### src/rtl/fpu_spi_pkg.sv
// fpu_spi_pkg
// Shared definitions for the SPI front end of the FPU:
//   FRAME_W   - default command frame width {op, a, b}.
//   STATUS_W  - width of the status byte returned on MISO.
//   ST_*      - bit positions inside the status byte; the low five bits hold
//               the IEEE flags {NV,DZ,OF,UF,NX} of the last result.
//   link_state_t / job_state_t - states of the SPI link and FPU job FSMs.
package fpu_spi_pkg;

    localparam int FRAME_W  = 72;
    localparam int STATUS_W = 8;

    localparam int ST_DONE  = 7;
    localparam int ST_BUSY  = 6;
    localparam int ST_ERR   = 5;

    typedef enum logic [1:0] {
        IDLE,
        SHIFT,
        CHECK
    } link_state_t;

    typedef enum logic [1:0] {
        FREE,
        ISSUE,
        WAIT
    } job_state_t;

endpackage

### src/rtl/spi_sync_edge.sv
// spi_sync_edge
// Brings one asynchronous pin into the clk domain through SYNC_STAGES flops
// and compares against one more flop to find edges.
// Ports:
//   clk, rst - system clock, asynchronous active-high reset
//   din      - raw asynchronous input
//   level    - synchronized level
//   rise     - one-cycle pulse on a synchronized 0->1 transition
//   fall     - one-cycle pulse on a synchronized 1->0 transition
module spi_sync_edge #(
    parameter int   SYNC_STAGES = 2,
    parameter logic RST_VAL     = 1'b0
) (
    input  logic clk,
    input  logic rst,
    input  logic din,
    output logic level,
    output logic rise,
    output logic fall
);

    logic [SYNC_STAGES-1:0] sync_reg;
    logic                   prev_reg;

    always_ff @(posedge clk or posedge rst) begin
        if (rst) begin
            sync_reg <= {SYNC_STAGES{RST_VAL}};
            prev_reg <= RST_VAL;
        end else begin
            sync_reg <= {sync_reg[SYNC_STAGES-2:0], din};
            prev_reg <= sync_reg[SYNC_STAGES-1];
        end
    end

    assign level = sync_reg[SYNC_STAGES-1];
    assign rise  = level & ~prev_reg;
    assign fall  = ~level & prev_reg;

endmodule

### src/rtl/spi_fpu_frontend.sv
// spi_fpu_frontend
// SPI mode-0 slave that receives one {op, a, b} command per CS_N assertion,
// hands it to the FPU core over valid/ready, captures the result and returns
// {status, result} on MISO during the following frame.
// Ports:
//   clk, rst                 - system clock, asynchronous active-high reset
//   SCLK, CS_N, MOSI         - raw SPI pins (asynchronous to clk)
//   MISO                     - registered serial readout
//   req_valid, req_ready     - request handshake to the FPU core
//   req_op, req_a, req_b     - request payload, held while req_valid is high
//   res_valid                - one-cycle result strobe from the core
//   res_data, res_flags      - result word and IEEE flags {NV,DZ,OF,UF,NX}
module spi_fpu_frontend
    import fpu_spi_pkg::*;
#(
    parameter int OP_W        = 8,
    parameter int DATA_W      = 32,
    parameter int SYNC_STAGES = 2
) (
    input  logic              clk,
    input  logic              rst,
    input  logic              SCLK,
    input  logic              CS_N,
    input  logic              MOSI,
    output logic              MISO,
    output logic              req_valid,
    input  logic              req_ready,
    output logic [OP_W-1:0]   req_op,
    output logic [DATA_W-1:0] req_a,
    output logic [DATA_W-1:0] req_b,
    input  logic              res_valid,
    input  logic [DATA_W-1:0] res_data,
    input  logic [4:0]        res_flags
);

    localparam int FRAME_LEN = OP_W + 2 * DATA_W;
    localparam int TX_W      = STATUS_W + DATA_W;
    localparam int CNT_W     = $clog2(FRAME_LEN + 2);
    localparam logic [CNT_W-1:0] CNT_FULL = CNT_W'(FRAME_LEN);
    localparam logic [CNT_W-1:0] CNT_SAT  = CNT_W'(FRAME_LEN + 1);

    logic sclk_level_unused, sclk_rise, sclk_fall;
    logic cs_level_unused, cs_rise, cs_fall;
    logic [SYNC_STAGES-1:0] mosi_sync_reg;
    logic mosi_bit;

    link_state_t            link_state;
    job_state_t             job_state;
    logic [CNT_W-1:0]       bit_count;
    logic [FRAME_LEN-1:0]   shift_reg;
    logic [TX_W-1:0]        tx_reg;
    logic                   err_reg;
    logic                   done_reg;
    logic [4:0]             flags_reg;
    logic [DATA_W-1:0]      result_reg;
    logic [STATUS_W-1:0]    status;
    logic                   tx_load;
    logic                   frame_ok;

    spi_sync_edge #(.SYNC_STAGES(SYNC_STAGES), .RST_VAL(1'b0)) u_sclk_sync (
        .clk   (clk),
        .rst   (rst),
        .din   (SCLK),
        .level (sclk_level_unused),
        .rise  (sclk_rise),
        .fall  (sclk_fall)
    );

    // CS_N resets to "selected" so a CS_N already low at reset release is not
    // mistaken for a fresh select; the link only starts on a genuine fall.
    spi_sync_edge #(.SYNC_STAGES(SYNC_STAGES), .RST_VAL(1'b0)) u_cs_sync (
        .clk   (clk),
        .rst   (rst),
        .din   (CS_N),
        .level (cs_level_unused),
        .rise  (cs_rise),
        .fall  (cs_fall)
    );

    // Same depth as the SCLK synchronizer so MOSI lines up with sclk_rise.
    always_ff @(posedge clk or posedge rst) begin
        if (rst) begin
            mosi_sync_reg <= '0;
        end else begin
            mosi_sync_reg <= {mosi_sync_reg[SYNC_STAGES-2:0], MOSI};
        end
    end
    assign mosi_bit = mosi_sync_reg[SYNC_STAGES-1];

    always_comb begin
        status          = '0;
        status[ST_DONE] = done_reg;
        status[ST_BUSY] = (job_state != FREE);
        status[ST_ERR]  = err_reg;
        status[4:0]     = flags_reg;
    end

    assign tx_load  = (link_state == IDLE) && cs_fall;
    assign frame_ok = (link_state == CHECK) && (bit_count == CNT_FULL) && (job_state == FREE);
    assign MISO     = tx_reg[TX_W-1];

    // Link FSM: frame reception, length check and MISO shifting.
    always_ff @(posedge clk or posedge rst) begin
        if (rst) begin
            link_state <= IDLE;
            bit_count  <= '0;
            shift_reg  <= '0;
            tx_reg     <= '0;
            err_reg    <= 1'b0;
        end else begin
            case (link_state)
                IDLE: begin
                    if (cs_fall) begin
                        link_state <= SHIFT;
                        bit_count  <= '0;
                        tx_reg     <= {status, result_reg};
                    end
                end
                SHIFT: begin
                    if (cs_rise) begin
                        link_state <= CHECK;
                        tx_reg     <= '0;   // MISO idles low while deselected
                    end else begin
                        if (sclk_rise) begin
                            shift_reg <= {shift_reg[FRAME_LEN-2:0], mosi_bit};
                            if (bit_count != CNT_SAT) begin
                                bit_count <= bit_count + CNT_W'(1);
                            end
                        end
                        if (sclk_fall) begin
                            tx_reg <= {tx_reg[TX_W-2:0], 1'b0};
                        end
                    end
                end
                CHECK: begin
                    link_state <= IDLE;
                    err_reg    <= ~frame_ok;
                end
                default: link_state <= IDLE;
            endcase
        end
    end

    // Job FSM: request issue, handshake and result capture.
    always_ff @(posedge clk or posedge rst) begin
        if (rst) begin
            job_state  <= FREE;
            req_valid  <= 1'b0;
            req_op     <= '0;
            req_a      <= '0;
            req_b      <= '0;
            result_reg <= '0;
            flags_reg  <= '0;
            done_reg   <= 1'b0;
        end else begin
            case (job_state)
                FREE: begin
                    if (frame_ok) begin
                        job_state                <= ISSUE;
                        req_valid                <= 1'b1;
                        {req_op, req_a, req_b}   <= shift_reg;
                    end
                end
                ISSUE: begin
                    if (req_ready) begin
                        job_state <= WAIT;
                        req_valid <= 1'b0;
                    end
                end
                WAIT: begin
                    if (res_valid) begin
                        job_state  <= FREE;
                        result_reg <= res_data;
                        flags_reg  <= res_flags;
                    end
                end
                default: job_state <= FREE;
            endcase

            // A result arriving in the same cycle as a readout load wins, so
            // it is still reported on the next frame.
            if ((job_state == WAIT) && res_valid) begin
                done_reg <= 1'b1;
            end else if (tx_load) begin
                done_reg <= 1'b0;
            end
        end
    end

endmodule

### config.mk
export PLATFORM = sky130hd
export DESIGN_NAME = spi_fpu_frontend
export DESIGN_NICKNAME = d
export VERILOG_FILES = /design/src/rtl/fpu_spi_pkg.sv /design/src/rtl/spi_sync_edge.sv /design/src/rtl/spi_fpu_frontend.sv
export SDC_FILE = /design/constraint.sdc
export NUM_CORES = 1
export LEC_CHECK = 0
export CAP_MARGIN = 15
export CORE_ASPECT_RATIO = 0.8
export CORE_MARGIN = 3
export CORE_UTILIZATION = 25
export DETAILED_ROUTE_END_ITERATION = 6
export SETUP_SLACK_MARGIN = 0.4
export SYNTH_ARGS = -nofsm -noshare
export SYNTH_HDL_FRONTEND = slang
export SYNTH_HIERARCHICAL = 1
export SYNTH_SLANG_ARGS = --single-unit
### constraint.sdc
create_clock -name clk -period 11.1 [get_ports clk]
set_clock_uncertainty 0.1 [all_clocks]
set_input_delay 2.22 -clock clk [delete_from_list [all_inputs] [get_ports clk]]
set_output_delay 2.22 -clock clk [all_outputs]
set_load 0.1 [all_outputs]
==> results.cfg, run 1 <==
[sta]
post-route-min-period_ns = 4.43
whs_ns = 0.248
drv_slew = 0
setup_viol = 0
rsz0062_at_grt = no
fmax_mhz = 226
period_share = 0.399
slew_headroom = 0.292
worst_pin_slew_ns = 1.06
finalHoldViolations = 0
fin_setup_tns_ns = 0

[grt]
antenna_found_initial = 0
grtUsageTotal = 0.0951
first_global_vias = 5992
overflow = 0
grt_max_degree = 103
grt_pass1_wl_microns = 32400

[drt]
drc = 0
wirelength_met1_microns = 8950
routed_wl_microns = 19500
drtIter0Drc = 248
met3_length_microns = 832
routed.top_layer = met4
routed_via_density = 4.18
ant_nets = 0
met2WireLength_microns = 9150
num_vias = 5667
wl_per_cell_microns = 14.3
firstDrtPassIters = 6

[worst_setup_path]
r2r_cells = 7
path_cells = clkdlybuf4s50_1
crit_buf_inv = 1
required_ns = 8.78
reg2reg_setup_slack_ns = 8.23
critical_path_class = flop to output port
setup.worst_path.start_class = flop
reg2reg_to = bit_count[2]$_DFFE_PP0P_
cp_slowest_stage_delay_ns = 1.19
endpoint = req_b[19]
worstPathArrival_ns = 2.11
cp-startpoint = req_b[19]$_DFFE_PP0P_
path_max_fanout = 2
critical_path.top_delay_family = buffers and inverters
cp-end-kind = output port
crit_slowest_cell = clkdlybuf4s50_1
crit-reg2reg-launch = u_cs_sync/sync_reg[1]$_DFF_PP0_
path_depth = 1

[clock_tree]
cts_setup_buffers = 0
ctsRootBufferMaster = clkbuf_16
cts_tree = yes
path_clk_slew_ns = 0.06
clockBufferDepth = 3
cts_hold_buf = 0
cts_resized = 0
cts_max_level = 1
clk_latency_ns = 0.54
numCtsBuffers = 27
cts_sinks = 243

[logic_synthesis]
synthAdderAreaFrac = 0.00382
synthCells = 697
synthesis.area_sq_um = 9820
ys_seq_area_frac = 0.619
syn-num-nets = 744
yosysWarnings = 6
synth-xor-area-share = 0
muxShareOfSynthArea = 0.231
yosys.area_share.simple = 0.0687
yosys.cell_types.count = 34
avgSynthCellArea_sq_um = 14.1
synth_compound_area_frac = 0.0499
synth_seq_cells = 243
synth_top_family_by_area = multiplexers

[floorplan]
initial_utilization = 0.255
core.rowCount = 64
die-area_sq_um = 41700
pin_count = 118
fp.coreArea_sq_um = 38500
die_y_microns = 183
dieWidth_microns = 228

[place]
hpwl_microns = 11900
dp_cells = 1304
io_buffer_count = 117
gp_congestion = 0.683

[final_layout]
diodes = 0
drive_above_1_share = 0.297
final_util = 0.325
fin_cells = 1356
largest_reg_flops = 72
final_cell_mix = dfrtp_1 (243), mux2_2 (123), clkdlybuf4s50_1 (117), a21oi_1 (78), mux2_4 (58)
final_common_cell = dfrtp_1
final_nets = 854
syn_to_final_growth_pct = 27.4

[power]
p_per_area_nw_per_um2 = 181
power.leakage_nw = 5.80
ir_worst_vdd_mv = 0.0915
total_power_mw = 2.26

[run_status]
status = completed

[job]
cap_violations = 0

[hold_path]
holdCritPathClass = flop to flop
worst register-to-register path, stage by stage, from the launching register on:
cell and delay, ns:
dfrtp_1 0.39, nor2b_4 0.21, buf_16 0.20, nor4bb_4 0.28, buf_4 0.81, o31ai_1 0.39, nor2_1 0.21, mux2i_1 0.21
metal layers:
layer | global-route usage | up-vias
met3 | 0.0235 | 34
met1 | 0.128 | 2873
met4 | 0.0263 | 0
met5 | 0 | -
li1 | - | 2665
met2 | 0.153 | 95
final cells by class:
type	count	area, sq um
inverters	10	45.0
multi-input cells	400	3510
flip-flops and latches	243	6080
well taps	528	661
clock inverters	8	101
clock buffers	42	852
fillers	3779	26000
repair buffers	125	1260
synthesized netlist by cell type (all sizes together):
master  instances  area share
or4             1      0.0011
nand4b          2      0.0018
mux2          181        0.23
or3             1     0.00064
o31ai           3      0.0023
o21a            1     0.00076
a211oi          1      0.0013
nor3b          38       0.029
o22ai           1     0.00064
nand3b          1     0.00076
clkbuf         25      0.0096
nor2           46       0.018
nor3            1     0.00051
and2b           2      0.0018
dfrtp         243        0.62
a21oi          78       0.040
nand4           2      0.0013
ha              3      0.0038
nor2b           4      0.0028
and3            2      0.0013
buf            19       0.014
a31oi           1     0.00064
nand3           7      0.0036
nor4bb          1      0.0010
nand2          11      0.0042
mux2i           1      0.0010
nand2b          1     0.00064
o21ai           9      0.0046
inv            10      0.0038
and2            1     0.00064
worst min path at each step:
stage	start	endpoint	slack (ns)	depth (start not counted)
floorplan	mosi_sync_reg[0]$_DFF_PP0_	mosi_sync_reg[1]$_DFF_PP0_	0.23	0
global placement	u_cs_sync/sync_reg[0]$_DFF_PP0_	u_cs_sync/sync_reg[1]$_DFF_PP0_	0.23	0
detailed placement	u_sclk_sync/sync_reg[0]$_DFF_PP0_	u_sclk_sync/sync_reg[1]$_DFF_PP0_	0.24	0
CTS	u_sclk_sync/sync_reg[0]$_DFF_PP0_	u_sclk_sync/sync_reg[1]$_DFF_PP0_	0.25	0
global route	mosi_sync_reg[0]$_DFF_PP0_	mosi_sync_reg[1]$_DFF_PP0_	0.26	0
finish	u_sclk_sync/sync_reg[0]$_DFF_PP0_	u_sclk_sync/sync_reg[1]$_DFF_PP0_	0.25	0
through the flow:
step	setup WS (ns)	instance area, sq um
global placement	6.62	11500
global route	6.60	12500
floorplan	2.28	9820
finish	6.67	12500
CTS	6.61	12500
detailed placement	6.58	11500
report_power, final:
part	leakage [nW]	total (mW)	switching (mW)	internal [mW]
Clock	0.475	0.931	0.358	0.573
Combinational	2.07	0.288	0.161	0.127
Sequential	3.26	1.04	0.0544	0.987
Total	5.80	2.26	0.574	1.69
logic make-up after synthesis:
group,after synthesis
multiplexers,182
adder cells (fa/ha/maj),3
buffers and inverters,54
AND/OR/NAND/NOR,121
flip-flops,243
AO/OA/AOI/OAI,94
Power figures use the tool's default switching activity.
==> inputs of run 2 (changes only) <==
- clock period: 11.1 -> 4.38 ns (I/O delays scaled with it)
==> run 2 against run 1 <==
  * Register-to-register slack lost 6.7 ns
  * Worst setup slack lost 5.4 ns
  * Clock-buffer cell count grew 3
  * Clock power grew 120%
  * Sequential power grew to 2.5 times the previous value
  * Combinational power grew to 2.5 times the previous value
  * Final area shrank 0.91%
  * Hold slack lost 0.00096 ns
  * Cell count is essentially flat
  * Non-clock buffer count grew 4
  * Critical endpoint is now req_op[7]
  * Largest cell class unchanged
==> results.cfg, run 2 (synthesized netlist as in run 1, its figures left out) <==
[worst_setup_path]
path_max_fanout = 2
path_depth = 1
reg2reg_setup_slack_ns = 1.55
endpoint = req_op[7]
cp-end-kind = output port
crit-reg2reg-launch = u_cs_sync/prev_reg$_DFF_PP0_
cp_slowest_stage_delay_ns = 1.20
worstPathArrival_ns = 2.10
reg2reg_to = tx_reg[0]$_DFFE_PP0P_
required_ns = 3.40
cp-startpoint = req_op[7]$_DFFE_PP0P_
r2r_cells = 6
critical_path_class = flop to output port
path_cells = clkdlybuf4s50_1
crit_buf_inv = 1
critical_path.top_delay_family = buffers and inverters
crit_slowest_cell = clkdlybuf4s50_1
setup.worst_path.start_class = flop

[power]
p_seq_frac = 0.485
p_per_area_nw_per_um2 = 440
combPwrFrac = 0.134
internal-power_mw = 4.05
p_switching_mw = 1.40
power.leakage_nw = 5.73
switching_share = 0.257
clockPowerShare = 0.381
ir_worst_vdd_mv = 0.231
total_power_mw = 5.45

[place]
hpwl_microns = 11900
io_buffer_count = 117
gp_congestion = 0.690
place_area_sq_um = 11600

[floorplan]
fp.coreArea_sq_um = 38500
initial_utilization = 0.255
die-area_sq_um = 41700
core.rowCount = 64
dieWidth_microns = 228
pin_count = 118
die_y_microns = 183

[drt]
drc = 0
ant_nets = 0
num_vias = 5651
wl_per_cell_microns = 14.1
routed_via_density = 4.16
routed_wl_microns = 19100
drtIter0Drc = 291
firstDrtPassIters = 4

[grt]
first_global_vias = 5718
grt_max_degree = 81
antenna_found_initial = 0
grt_pass1_wl_microns = 31400
overflow = 0
grtUsageTotal = 0.0924

[sta]
fmax_mhz = 326
drv_slew = 0
post-route-min-period_ns = 3.07
slew_headroom = 0.283
fin_setup_tns_ns = 0
period_share = 0.701
finalHoldViolations = 0
worst_pin_slew_ns = 1.07
whs_ns = 0.247
setup_viol = 0
rsz0062_at_grt = no

[final_layout]
final_common_cell = dfrtp_1
largest_reg_flops = 72
final_util = 0.322
final_cell_mix = dfrtp_1 (243), mux2_2 (123), clkdlybuf4s50_1 (117), a21oi_1 (78), mux2_4 (58)
drive_above_1_share = 0.286
postLayoutCellArea_sq_um = 12400
diodes = 0
syn_to_final_growth_pct = 26.2
final_nets = 858

[clock_tree]
cts_max_level = 1
cts_hold_buf = 0
path_clk_slew_ns = 0.06
cts_setup_buffers = 0
ctsRootBufferMaster = clkbuf_16
cts_tree = yes
clockBufferDepth = 3
cts_resized = 0
clk_latency_ns = 0.53
cts_sinks = 243
numCtsBuffers = 27

[hold_path]
hp-start = u_sclk_sync/sync_reg[0]$_DFF_PP0_
holdCritPathClass = flop to flop

[job]
cap_violations = 0

[run_status]
status = completed
## run 2: changes by cell type in the layout (fill, tap and decap cells not counted)
cell        change
bufinv_16       -2
clkbuf_1       +10
inv_6           -1
buf_16          -1
inv_8           -1
buf_12          +2
clkinv_2        -3
clkbuf_8        -7
buf_4           +3
clkinvlp_4      +3
clkinv_4        -2
## run 2: layout make-up
| type | count | area, sq um |
|---|---|---|
| timing repair buffer | 129 | 1300 |
| fill | 3834 | 26100 |
| multi-input combinational | 400 | 3510 |
| tap | 528 | 661 |
| sequential | 243 | 6080 |
| clock buffer | 45 | 793 |
| inverter | 10 | 41.3 |
| clock inverter | 2 | 15.0 |
## run 2: power by group through the flow
stage	Clock, mW	Combinational (mW)	Sequential, mW
global placement	0	0.722	2.67
detailed placement	0	0.746	2.68
finish	2.08	0.731	2.64
CTS	2.18	0.745	2.64
floorplan	0	0.547	2.67
global route	2.26	0.833	2.68
## run 2: stage by stage
step                worst slack, ns  instances
floorplan                     0.298        697
global placement               1.57       1310
detailed placement             1.54       1310
CTS                            1.26       1357
global route                   1.25       1357
finish                         1.31       1357
## run 2: worst reg2reg max path, stage by stage, from the launching register on
cell	delay, ns
dfrtp_1	0.40
nor2b_4	0.83
nor2_1	0.21
a211oi_4	0.27
buf_4	0.61
nand3_1	0.21
o21ai_0	0.11
## run 2: worst min-delay path by stage
stage	depth (start not counted)	slack, ns	end
after detailed placement	0	0.24	u_sclk_sync/sync_reg[1]$_DFF_PP0_
final	0	0.25	u_sclk_sync/sync_reg[1]$_DFF_PP0_
after global routing	0	0.25	u_cs_sync/sync_reg[1]$_DFF_PP0_
after floorplan	0	0.23	mosi_sync_reg[1]$_DFF_PP0_
after CTS	0	0.25	u_sclk_sync/sync_reg[1]$_DFF_PP0_
after global placement	0	0.24	u_cs_sync/sync_reg[1]$_DFF_PP0_
## run 2: per-layer routing
metal | global-route usage | routed length (microns) | vias up | part of all wire
met3 | 0.0221 | 807 | 32 | 0.042
met1 | 0.127 | 9050 | 2860 | 0.47
li1 | - | - | 2669 | -
met5 | 0 | 0 | - | 0
met2 | 0.143 | 8640 | 90 | 0.45
met4 | 0.0304 | 573 | 0 | 0.030
==> inputs of run 3 (changes only) <==
- clock period: 4.38 -> 2.7 ns (I/O delays scaled with it)
==> run 3 against run 2 <==
  * Core utilization about the same
  * Routed wire length increased by 0.95%
  * Flip-flop and latch count unchanged
  * Hold slack got worse by 0.069 ns
==> results.cfg, run 3 (synthesized netlist as in run 1, its figures left out) <==
[clock_tree]
cts_resized = 0
clockBufferDepth = 3
cts_max_level = 1
cts_hold_buf = 0
path_clk_slew_ns = 0.06
cts_setup_buffers = 0
ctsRootBufferMaster = clkbuf_16
numCtsBuffers = 27
cts_sinks = 243
clk_latency_ns = 0.54
cts_tree = yes

[grt]
grt_max_degree = 85
grt_pass1_wl_microns = 31400
antenna_found_initial = 0
overflow = 0
grtUsageTotal = 0.0918
first_global_vias = 5746

[floorplan]
fp.coreArea_sq_um = 38500
dieWidth_microns = 228
die_y_microns = 183
pin_count = 118
die-area_sq_um = 41700
initial_utilization = 0.255
core.rowCount = 64

[sta]
drv_slew = 0
layout_setup_ws_ns = 0.490
post-route-min-period_ns = 2.21
setup_viol = 0
finalHoldViolations = 0
fmax_mhz = 452
rsz0062_at_grt = yes
slew_headroom = 0.561
worst_pin_slew_ns = 0.652
period_share = 0.819

[power]
power.leakage_nw = 5.98
p_per_area_nw_per_um2 = 747
ir_worst_vdd_mv = 0.366

[final_layout]
largest_reg_flops = 72
fin_cells = 1361
syn_to_final_growth_pct = 26.4
final_cell_mix = dfrtp_1 (243), mux2_2 (123), a21oi_1 (78), buf_4 (77), mux2_4 (58)
postLayoutCellArea_sq_um = 12400
final_common_cell = dfrtp_1
drive_above_1_share = 0.391
diodes = 0
final_nets = 859

[drt]
num_vias = 5614
ant_nets = 0
firstDrtPassIters = 6
wl_per_cell_microns = 14.1
drtIter0Drc = 270
drc = 0
routed_via_density = 4.12
routed_wl_microns = 19300

[job]
cap_violations = 0

[place]
place_area_sq_um = 11500
gp_congestion = 0.680
dpl_worst_slack_ns = 0.442
dp_cells = 1311
io_buffer_count = 117
hpwl_microns = 12100

[worst_setup_path]
path_max_fanout = 31
cp-end-kind = flop
setup.worst_path.start_class = flop
worstPathArrival_ns = 2.53
critical_path_class = flop to flop
required_ns = 3.02
r2r_cells = 6

[run_status]
status = completed

[hold_path]
holdCritPathClass = primary input to async pin
[run 3: cell count changes in the layout (fill, tap and decap cells not counted), sizes merged]
| cell | change |
|---|---|
| buf | +75 |
| bufinv | +3 |
| clkbuf | -11 |
| clkdlybuf4s50 | -74 |
| clkinv | +9 |
| clkinvlp | +1 |
| inv | +1 |
[run 3: final cells by class]
type	count	area (sq um)
clock buffers	34	752
clock inverters	16	170
inverters	10	41.3
fillers	3758	26100
flip-flops and latches	243	6080
multi-input cells	400	3510
repair buffers	130	1200
well taps	528	661
[run 3: power by group]
part	total [mW]	switching [mW]	leakage, nW	internal [mW]
logic	1.23	0.677	2.27	0.553
registers	4.28	0.221	3.26	4.06
clock network	3.76	1.50	0.454	2.26
total	9.27	2.40	5.98	6.87
[run 3: critical path: stages (launching register included)]
cell	delay [ns]
dfrtp_1	0.43
inv_1	0.09
ha_1	0.14
nand4b_1	0.11
or4_4	0.50
buf_4	0.31
mux2_4	0.37
[run 3: routing by layer]
layer  track usage  vias to the layer above  share of wire
met5             0                        -              0
met3        0.0266                       33          0.054
met1         0.123                     2820           0.47
met2         0.146                       85           0.45
met4        0.0241                        0          0.022
li1              -                     2676              -
[run 3: final timing paths]
kind                                                   start                                 to  slack (ns)
max                                 bit_count[0]$_DFFE_PP0P_               req_a[4]$_DFFE_PP0P_        0.49
min                                                      rst  u_sclk_sync/sync_reg[0]$_DFF_PP0_        0.18
max reg2reg                         bit_count[0]$_DFFE_PP0P_               req_a[4]$_DFFE_PP0P_        0.49
min reg2reg                u_sclk_sync/sync_reg[0]$_DFF_PP0_  u_sclk_sync/sync_reg[1]$_DFF_PP0_        0.25
max in group asynchronous                                rst               req_a[9]$_DFFE_PP0P_        1.50
min in group clk           u_sclk_sync/sync_reg[0]$_DFF_PP0_  u_sclk_sync/sync_reg[1]$_DFF_PP0_        0.25
[run 3: metrics by stage]
step / power, mW / utilization / setup TNS [ns] / hold WS [ns]
after global placement: 5.54 / 0.298 / 0 / 0.234
final: 9.27 / 0.322 / 0 / 0.178
after detailed placement: 5.59 / 0.298 / 0 / 0.236
after global routing: 9.79 / 0.322 / 0 / 0.175
after CTS: 9.45 / 0.322 / 0 / 0.159
after floorplan: 5.22 / - / -247.87 / 0.194
